## src/rtl/pc.sv

```systemverilog
// Program counter register for the RV32I fetch stage.
// Holds the current instruction address and loads the next-PC value from the
// upstream mux when enabled. Synchronous active-low reset has priority over load.
// Optional feature macro: PC_ALIGN_EN forces out[1:0] to 2'b00 on every load
// (reset value included), guaranteeing word-aligned fetch; requires WIDTH >= 2.
module pc #(
    parameter int unsigned             WIDTH       = 32,
    parameter logic [WIDTH-1:0]        RESET_VALUE = '0
) (
    input  logic             clk,
    input  logic             rst,
    input  logic             en,
    input  logic [WIDTH-1:0] in,
    output logic [WIDTH-1:0] out
);

`ifdef PC_ALIGN_EN
    // Clears the two low address bits of anything written into the register.
    localparam logic [WIDTH-1:0] ALIGN_MASK = {{(WIDTH-2){1'b1}}, 2'b00};
    localparam logic [WIDTH-1:0] RESET_LOAD = RESET_VALUE & ALIGN_MASK;
`else
    localparam logic [WIDTH-1:0] RESET_LOAD = RESET_VALUE;
`endif

    logic [WIDTH-1:0] pc_q;
    logic [WIDTH-1:0] load_value;

    // Select the value written on an enabled load.
    always_comb begin
`ifdef PC_ALIGN_EN
        load_value = in & ALIGN_MASK;
`else
        load_value = in;
`endif
    end

    // PC register: reset wins over load; en low stalls.
    always_ff @(posedge clk) begin
        if (!rst) begin
            pc_q <= RESET_LOAD;
        end else if (en) begin
            pc_q <= load_value;
        end
    end

    assign out = pc_q;

endmodule

```

## config.mk

```make
export PLATFORM = sky130hd
export DESIGN_NAME = pc
export DESIGN_NICKNAME = d
export VERILOG_FILES = /design/src/rtl/pc.sv
export SDC_FILE = /design/constraint.sdc
export NUM_CORES = 1
export LEC_CHECK = 0
export ABC_AREA = 1
export BUFFER_PORTS_ARGS = -buffer_cell sky130_fd_sc_hd__buf_2
export CELL_PAD_IN_SITES_DETAIL_PLACEMENT = 2
export CELL_PAD_IN_SITES_GLOBAL_PLACEMENT = 2
export CORE_MARGIN = 5
export CORE_UTILIZATION = 22
export DETAILED_ROUTE_END_ITERATION = 8
export GPL_TIMING_DRIVEN = 1
export PLACE_DENSITY = 0.89
export RECOVER_POWER = 25
export SLEW_MARGIN = 20
export SYNTH_ARGS = -nofsm -noshare
export SYNTH_HDL_FRONTEND = slang
export SYNTH_SLANG_ARGS = --single-unit
```

## constraint.sdc

```tcl
create_clock -name clk -period 0.8 [get_ports clk]
set_clock_uncertainty 0.05 [all_clocks]
set_input_delay 0.04 -clock clk [delete_from_list [all_inputs] [get_ports clk]]
set_output_delay 0.04 -clock clk [all_outputs]
set_load 0.01 [all_outputs]
```

==> impl_metrics.yaml, run 1 <==
floorplan:
  fp.dieArea_um2: 7730
  die_w_um: 87.9
  start_util_pct: 22.5
  num_rows: 28
  io_pins: 67
  die_y_um: 87.9
  core_area_um2: 5920
logic_synthesis:
  ys_ff_latch: 32
  seq_area_frac_synth_pct: 48.0
  synth.avg_cell_area_um2: 6.61
  yosysUniqueCellTypes: 6
  syn_inst: 202
  yosys_warnings: 0
  synthesis.nets: 237
  netlist_area_um2: 1340
power:
  pwr-share-seq_pct: 47.8
  internal_power_mw: 2.83
  p_leak_nw: 1.19
  p_sw_mw: 0.964
  powerDensity_nw_per_um2: 1770
  peakVddDrop_mv: 0.527
  combPwrFrac_pct: 19.2
  clkPwrFrac_pct: 33.1
  swShare_pct: 25.4
grt:
  grt_pass1_wl_um: 6780
  antenna_found_initial: 0
  grt-ovfl-total: 0
  grt_pass1_vias: 1490
  grt_max_degree: 36
  track_usage_pct: 11.3
setup_path:
  timing.rr.start: "out[29]"
  rr_endpoint: "out[29]"
  critPathRequiredTime_ns: 0.71
  worstPathArrival_ns: 0.72
  path_cells: "buf_6"
  path_buf_inv: 1
  cpMaxStageDelayCell: "dfxtp_2"
  path_max_fanout: 2
  end_kind: "primary output"
  max_stage_delay_ns: 0.35
  cp-start-kind: "flip-flop"
  r2r_setup_slack_ns: 0.05
  worstSetupPathType: "reg -> out"
  rr_worst_depth: 3
  crit_family: "flip-flops"
clock_network:
  cts_made_buffers: 5
  cts_num_sinks: 32
  cts_tree: "built"
  clock_path_buffers: 2
  htreeDepth: 2
  cts_root_buf: "clkbuf_8"
  clk_latency_ns: 0.27
  cts.reportedPaths.clkPinSlew_ns: 0.06
status:
  status: "finished with violations"
  violations: "setup timing"
timing:
  clock.fmax_ghz: 1.23
  fin_crit_sh_pct: 102
  relSlewSlack_pct: 56.7
  setup_violations: 20
  grt_setup_unrepaired: "true"
  hold_ws_ns: 0.00852
  drv_slew: 0
  final.min_clock_period_ns: 0.813
  finalHoldViolations: 0
  fin_ws_ns: -0.0132
  tightest_slew_ns: 0.650
drt:
  routedWlPerCell_um: 11.8
  post-route-drc-count: 0
  drtPass1Iterations: 2
  num_vias: 1399
  drt_iter0_markers: 23
  routed_wl_um: 4170
  via_per_inst: 3.96
  ant_nets: 0
min_path:
  hp-start: "in[13]"
  holdPathEnd: "out[13]"
  hp-class: "in -> reg"
  hold_depth: 5
place:
  preCtsSetupSlack_ns: -0.101
  gp_congestion: 0.634
  place_hpwl_um: 2910
  dpl_cell_area_um2: 1710
  dp.cells: 335
  port_buffers: 66
cells_and_area:
  final_common_cell: "nand2_1"
  drive_gt1_share_pct: 38.8
  fin_cells: 353
  fin_nets: 312
  areaGrowthSynthToFinish_pct: 60.4
  design_area_um2: 2140
  num_antenna_cells: 0
  utilization_pct: 36.2
  final_cell_mix: "64 x nand2_1, 63 x nor2_1"
  largest_register_ffs: 32
job:
  maxCapViolations: 0
## power by group through the flow
stage	Sequential (mW)	Clock [mW]	Combinational (mW)
after floorplan	1.85	0	0.278
after global placement	1.80	0	0.543
after detailed placement	1.80	0	0.572
after CTS	1.82	1.34	0.737
after global routing	1.83	1.39	0.815
final	1.81	1.26	0.728
## cell usage after synthesis (all sizes together)
cell	n	area [um2]
nor2	64	240
inv	32	120
nand2	64	240
buf	10	93.8
dfxtp	32	641
## logic make-up after synthesis
logic type / Yosys count / synth area share, %
and+or+nand+nor: 128 / 36.0
DFF: 32 / 48.0
buffers and inverters: 42 / 16.0
## layer usage
layer,up-vias,GRT usage (%),part of all wire (%)
met4,0,2.93,0.46
met2,40,21.0,52
li1,715,-,-
met3,2,3.95,6.1
met5,-,0,0
met1,642,12.2,41
## per-stage QoR
step | power (mW) | setup TNS [ns]
final | 3.80 | -0.0660
after global routing | 4.03 | -1.22
after CTS | 3.89 | -0.624
after detailed placement | 2.37 | -2.59
after global placement | 2.34 | -1.71
after floorplan | 2.12 | 0
## how the worst max path moves through the flow
stage	slack, ns	end	depth (start not counted)	from
CTS	-0.03	out[6]	1	out[6]
floorplan	0.18	out[29]	2	out[29]
finish	-0.01	out[21]	1	out[21]
detailed placement	-0.10	out[2]	3	rst
global route	-0.06	out[21]	1	out[21]
global placement	-0.06	out[11]	3	rst
## cell type report
type / count / area [um2]
tap: 75 / 93.8
sequential: 32 / 681
multi-input combinational: 128 / 483
fill: 703 / 3780
timing repair buffer: 78 / 673
clock buffer: 8 / 90.1
inverter: 32 / 120
## repair_timing
action | CTS | global route
setup endpoints to repair | 32 | 35
endpoints found under the hold margin | 9 | 0
gates resized for setup | 64 | 2
hold buffers | 9 | 0
buffers inserted | 2 | 0
cloned | 0 | 0
Note: power is estimated with default switching activity, not from simulation.
==> run 2, diff against run 1 <==
Settings changed: CORE_UTILIZATION 22 to 23, CTS_BUF_LIST from default to sky130_fd_sc_hd__clkbuf_4 sky130_fd_sc_hd__clkbuf_8, PLACE_DENSITY 0.89 to 0.92.
==> run 2 against run 1 <==
Against the previous run: the flow still finishes with violations (setup timing); routed wire length increased by 9.5%; critical path depth unchanged; largest cell class is now non-clock buffers; combinational power increased by 6.6%; sequential share of layout area decreased by 0.89 points; global-route usage increased by 1.6 points; first-iteration DRC count increased by 57%; maximum frequency decreased by 0.89%; highest routed layer unchanged; critical endpoint is now out[25].
==> impl_metrics.yaml, run 2 (same netlist as run 1, synthesis figures left out) <==
status:
  status: "finished with violations"
  violations: "setup timing"
setup_path:
  cpMaxStageDelayCell: "dfxtp_2"
  path_max_fanout: 2
  critPathRequiredTime_ns: 0.71
  rr_endpoint: "out[25]"
  timing.rr.start: "out[25]"
  path_cells: "buf_6"
  max_stage_delay_ns: 0.35
  rr_worst_depth: 3
  path_buf_inv: 1
  crit_family: "flip-flops"
  r2r_setup_slack_ns: 0.02
  worstPathArrival_ns: 0.73
  end_kind: "primary output"
  worstSetupPathType: "reg -> out"
  cp-start-kind: "flip-flop"
timing:
  tightest_slew_ns: 0.655
  fin_setup_tns_ns: -0.224
  fin_ws_ns: -0.0205
  relSlewSlack_pct: 56.3
  finalHoldViolations: 0
  drv_slew: 0
  fin_crit_sh_pct: 103
  final.min_clock_period_ns: 0.821
  setup_violations: 30
  clock.fmax_ghz: 1.22
  grt_setup_unrepaired: "true"
drt:
  drt_iter0_markers: 36
  ant_nets: 0
  post-route-drc-count: 0
  drtPass1Iterations: 3
  routedWlPerCell_um: 12.8
  via_per_inst: 4.10
  num_vias: 1461
  routed_wl_um: 4560
place:
  dp.cells: 332
  place_hpwl_um: 2970
  dpl_cell_area_um2: 1700
  gp_congestion: 0.646
  port_buffers: 66
power:
  powerDensity_nw_per_um2: 1790
  peakVddDrop_mv: 0.586
  p_leak_nw: 1.22
  p_total_mw: 3.95
floorplan:
  fp.dieArea_um2: 7430
  start_util_pct: 24.0
  die_w_um: 86.2
  io_pins: 67
  die_y_um: 86.2
  core_area_um2: 5570
  num_rows: 27
grt:
  grt_pass1_wl_um: 7600
  grt_pass1_vias: 1672
  grt_max_degree: 38
  track_usage_pct: 12.9
  grt-ovfl-total: 0
  antenna_found_initial: 0
min_path:
  hp-class: "in -> reg"
  hp-start: "in[31]"
  hold_depth: 5
  holdPathEnd: "out[31]"
clock_network:
  cts_made_buffers: 5
  clk_latency_ns: 0.27
  clock_path_buffers: 2
  htreeDepth: 2
  cts_num_sinks: 32
  cts_tree: "built"
  cts_root_buf: "clkbuf_8"
  cts.reportedPaths.clkPinSlew_ns: 0.07
cells_and_area:
  design_area_um2: 2200
  fin_nets: 318
  largest_register_ffs: 32
  final_cell_mix: "64 x nand2_1, 60 x nor2_1, 32 x dfxtp_2, 32 x buf_6"
  num_antenna_cells: 0
  fin_cells: 356
  areaGrowthSynthToFinish_pct: 64.9
  final_common_cell: "nand2_1"
  drive_gt1_share_pct: 41.5
job:
  maxCapViolations: 0
run 2: report_power, final:
| part | leakage [nW] | internal (mW) | switching (mW) | total (mW) |
|---|---|---|---|---|
| clock network | 0.0523 | 0.770 | 0.589 | 1.36 |
| logic | 0.888 | 0.427 | 0.349 | 0.776 |
| registers | 0.275 | 1.73 | 0.0848 | 1.81 |
| total | 1.22 | 2.93 | 1.02 | 3.95 |
run 2: metrics by stage:
step / hold WS, ns / setup WS (ns) / util, %
after floorplan: 0.110 / 0.181 / -
after global placement: 0.276 / -0.0671 / 30.5
after detailed placement: 0.289 / -0.149 / 30.5
after CTS: 0.000966 / -0.0276 / 39.0
after global routing: 0.0127 / -0.0623 / 39.5
final: 0.00523 / -0.0205 / 39.5
run 2: worst max path at each step:
stage / slack [ns] / to / startpoint / cells past startpoint
2_1_floorplan: 0.18 / out[29] / out[29] / 2
3_3_place_gp: -0.07 / out[29] / rst / 3
3_5_place_dp: -0.15 / out[20] / rst / 3
4_1_cts: -0.03 / out[11] / out[11] / 1
5_1_grt: -0.06 / out[6] / out[6] / 1
6_report: -0.02 / out[25] / out[25] / 1
run 2: final cells by class:
cell class              count  area (um2)
fillers                   648        3370
inverters                  32         120
well taps                  72        90.1
repair buffers             84         723
flip-flops and latches     32         681
clock buffers               8        97.6
multi-input cells         128         490
run 2: tightest hold or removal path: stages:
cell	delay, ns
buf_2	0.10
inv_1	0.04
nand2_1	0.04
nand2_1	0.05
nor2_1	0.03
run 2: what timing repair did:
| item | 4_1_cts | 5_1_grt |
|---|---|---|
| buffers inserted | 3 | 4 |
| pin swaps | 0 | 2 |
| hold buffers | 11 | 0 |
| endpoints found under the hold margin | 11 | 0 |
| endpoints found under the setup margin | 32 | 35 |
| gates resized for setup | 64 | 5 |
| gates cloned | 0 | 0 |
run 2: per-layer routing:
metal  vias to the layer above  global-route usage (%)  routed length, um
li1                        727                       -                  -
met4                         0                    2.97                 24
met1                       680                    13.3               1810
met2                        49                    25.3               2460
met5                         -                       0                  0
met3                         5                    3.99                272
==> run 3, diff against run 2 <==
Settings changed: ABC_AREA 1 to 0, CORE_UTILIZATION 23 to 27, SLEW_MARGIN 20 to 40.
==> run 3 against run 2 <==
Against the previous run: the flow still finishes with violations (setup timing); combinational power fell by 5.9%; via count fell by 26%; largest power group unchanged; setup slack got worse by 0.0066 ns; clock power fell by 6%; hold slack barely moved; largest cell class unchanged; non-clock buffer count rose by 7; sequential share of layout area fell by 0.42 points; critical path depth did not move; first-iteration DRC count fell by 81%; routed wire length fell by 4.7%; die area fell by 18%; cell count fell by 31%.
==> impl_metrics.yaml, run 3 <==
place:
  place_hpwl_um: 2490
  gp_congestion: 0.622
  port_buffers: 66
grt:
  grt_max_degree: 33
  track_usage_pct: 15.5
  grt-ovfl-total: 0
  antenna_found_initial: 0
  grt_pass1_wl_um: 7230
  grt_pass1_vias: 1401
power:
  clkPwrFrac_pct: 33.8
  p_leak_nw: 1.10
  internal_power_mw: 2.86
  peakVddDrop_mv: 0.694
  p_total_mw: 3.80
  powerDensity_nw_per_um2: 1700
  p_sw_mw: 0.939
  pwr-share-seq_pct: 47.0
  combPwrFrac_pct: 19.2
  swShare_pct: 24.7
timing:
  finalHoldViolations: 0
  fin_ws_ns: -0.0272
  hold_ws_ns: 0.00483
  grt_setup_unrepaired: "true"
  fin_crit_sh_pct: 103
  fin_setup_tns_ns: -0.364
  final.min_clock_period_ns: 0.827
  tightest_slew_ns: 0.456
  clock.fmax_ghz: 1.21
  drv_slew: 0
  relSlewSlack_pct: 69.6
  setup_violations: 32
setup_path:
  cpMaxStageDelayCell: "dfxtp_2"
  path_cells: "buf_6"
  end_kind: "primary output"
  path_max_fanout: 2
  cp-startpoint: "out[8]"
  worstSetupPathType: "reg -> out"
  rr_endpoint: "out[10]"
  cp_num_cells: 1
  rr_worst_depth: 3
  max_stage_delay_ns: 0.35
  worstPathArrival_ns: 0.74
  endpoint: "out[8]"
  critPathRequiredTime_ns: 0.71
  timing.rr.start: "out[10]"
  path_buf_inv: 1
  r2r_setup_slack_ns: 0
  cp-start-kind: "flip-flop"
  crit_family: "flip-flops"
drt:
  post-route-drc-count: 0
  drtPass1Iterations: 2
  routed_wl_um: 4350
  routedWlPerCell_um: 17.6
  via_per_inst: 4.39
  num_vias: 1085
  ant_nets: 0
  drt_iter0_markers: 7
cells_and_area:
  final_cell_mix: "37 x buf_6, 32 x nor2b_1, 31 x mux2i_1, 31 x dfxtp_2, 26 x buf_2"
  areaGrowthSynthToFinish_pct: 79.2
  final_common_cell: "buf_6"
  num_antenna_cells: 0
  fin_nets: 229
  largest_register_ffs: 32
  drive_gt1_share_pct: 53.8
floorplan:
  die_y_um: 77.9
  io_pins: 67
  fp.dieArea_um2: 6060
  start_util_pct: 28.2
  num_rows: 24
  core_area_um2: 4410
  die_w_um: 77.9
logic_synthesis:
  ys_ff_latch: 32
  synthesis.nets: 138
  synthAdderAreaFrac_pct: 0
  synth.avg_cell_area_um2: 12.1
  seq_area_frac_synth_pct: 51.5
  synthArstFlopShare_pct: 0
  syn_inst: 103
  synth_edf_count: 0
  synth_commonest_cells: "32 x dfxtp_1, 32 x mux2i_1, 32 x nor2b_1"
  synth_top_family_by_area: "multiplexers"
  synth_top_cell_area_share_pct: 51.5
  yosys_warnings: 0
  synth-simple-area-share_pct: 16.1
  yosysUniqueCellTypes: 6
  synth-compound-area-share_pct: 0
  yosys-top-cells-area: "dfxtp_1 52%, mux2i_1 26%, nor2b_1 16%"
  synth_flop_cell: "dfxtp_1"
  synth_xor_area_share_pct: 0
  synth.largest_area_cell: "dfxtp_1"
  synth.mux.area_fraction_pct: 25.8
  netlist_area_um2: 1240
clock_network:
  htreeDepth: 2
  cts_root_buf: "clkbuf_8"
  cts_tree: "built"
  cts_num_sinks: 32
  cts.reportedPaths.clkPinSlew_ns: 0.07
  cts_made_buffers: 5
  clock_path_buffers: 2
  clk_latency_ns: 0.28
status:
  violations: "setup timing"
  status: "finished with violations"
min_path:
  hp-class: "in -> reg"
job:
  maxCapViolations: 0
run 3: cell count changes in the layout (fill, tap and decap cells not counted), sizes merged:
cell          delta
mux2i           +32
nor2            -64
nand2           -64
clkinv           +2
clkbuf           -3
inv             -32
buf              -7
dlymetal6s4s     +8
nor2b           +32
dlygate4sd3      +7
run 3: stage by stage:
stage / cell area, um2 / std cells / setup slack (ns) / utilization (%)
4_1_cts: 2220 / 254 / -0.0330 / 50.3
3_3_place_gp: 1600 / 216 / 0.00729 / 36.2
5_1_grt: 2230 / 247 / -0.0629 / 50.5
6_report: 2230 / 247 / -0.0272 / 50.5
3_5_place_dp: 1600 / 216 / -0.0645 / 36.2
2_1_floorplan: 1240 / 103 / 0.122 / -
run 3: routing by layer:
| metal | track usage [%] | vias to the layer above | wire length [um] | share of wire (%) |
|---|---|---|---|---|
| met1 | 14.1 | 523 | 1440 | 33 |
| met4 | 5.67 | 0 | 34 | 0.78 |
| met2 | 31.6 | 42 | 2580 | 59 |
| met3 | 4.28 | 4 | 294 | 6.8 |
| li1 | - | 516 | - | - |
| met5 | 0 | - | 0 | 0 |
run 3: worst min path at each step:
stage                       from      end  cells after the start
after global routing      in[20]  out[20]                      3
after global placement    in[23]  out[23]                      3
after detailed placement   in[6]   out[6]                      3
after CTS                 in[15]  out[15]                      3
final                     in[21]  out[21]                      3
after floorplan              rst  out[29]                      1
run 3: timing repair:
action,CTS,global route
buffers inserted,4,1
resized for setup,64,14
setup endpoints to repair,32,51
hold buffers,26,0
endpoints found under the hold margin,26,0
gates cloned,0,0
run 3: layout make-up:
cell class                      count  area [um2]
Multi-Input combinational cell     64         524
Clock buffer                        6        82.6
Fill cell                         431        2190
Timing Repair Buffer               91         867
Clock inverter                      2        10.0
Sequential cell                    32         679
Tap cell                           52        65.1
run 3: cells by family (layout without fill, tap and decap cells):
kind of cell,after synthesis,in the layout
multiplexers,32,32
buffers and inverters,7,99
AND/OR/NAND/NOR,32,32
flip-flops,32,32
run 3: power groups by stage:
| stage | registers [mW] | clock network (mW) | logic [mW] |
|---|---|---|---|
| final | 1.78 | 1.28 | 0.730 |
| after global routing | 1.80 | 1.41 | 0.794 |
| after CTS | 1.78 | 1.34 | 0.715 |
| after detailed placement | 1.77 | 0 | 0.495 |
| after global placement | 1.77 | 0 | 0.472 |
| after floorplan | 1.81 | 0 | 0.239 |
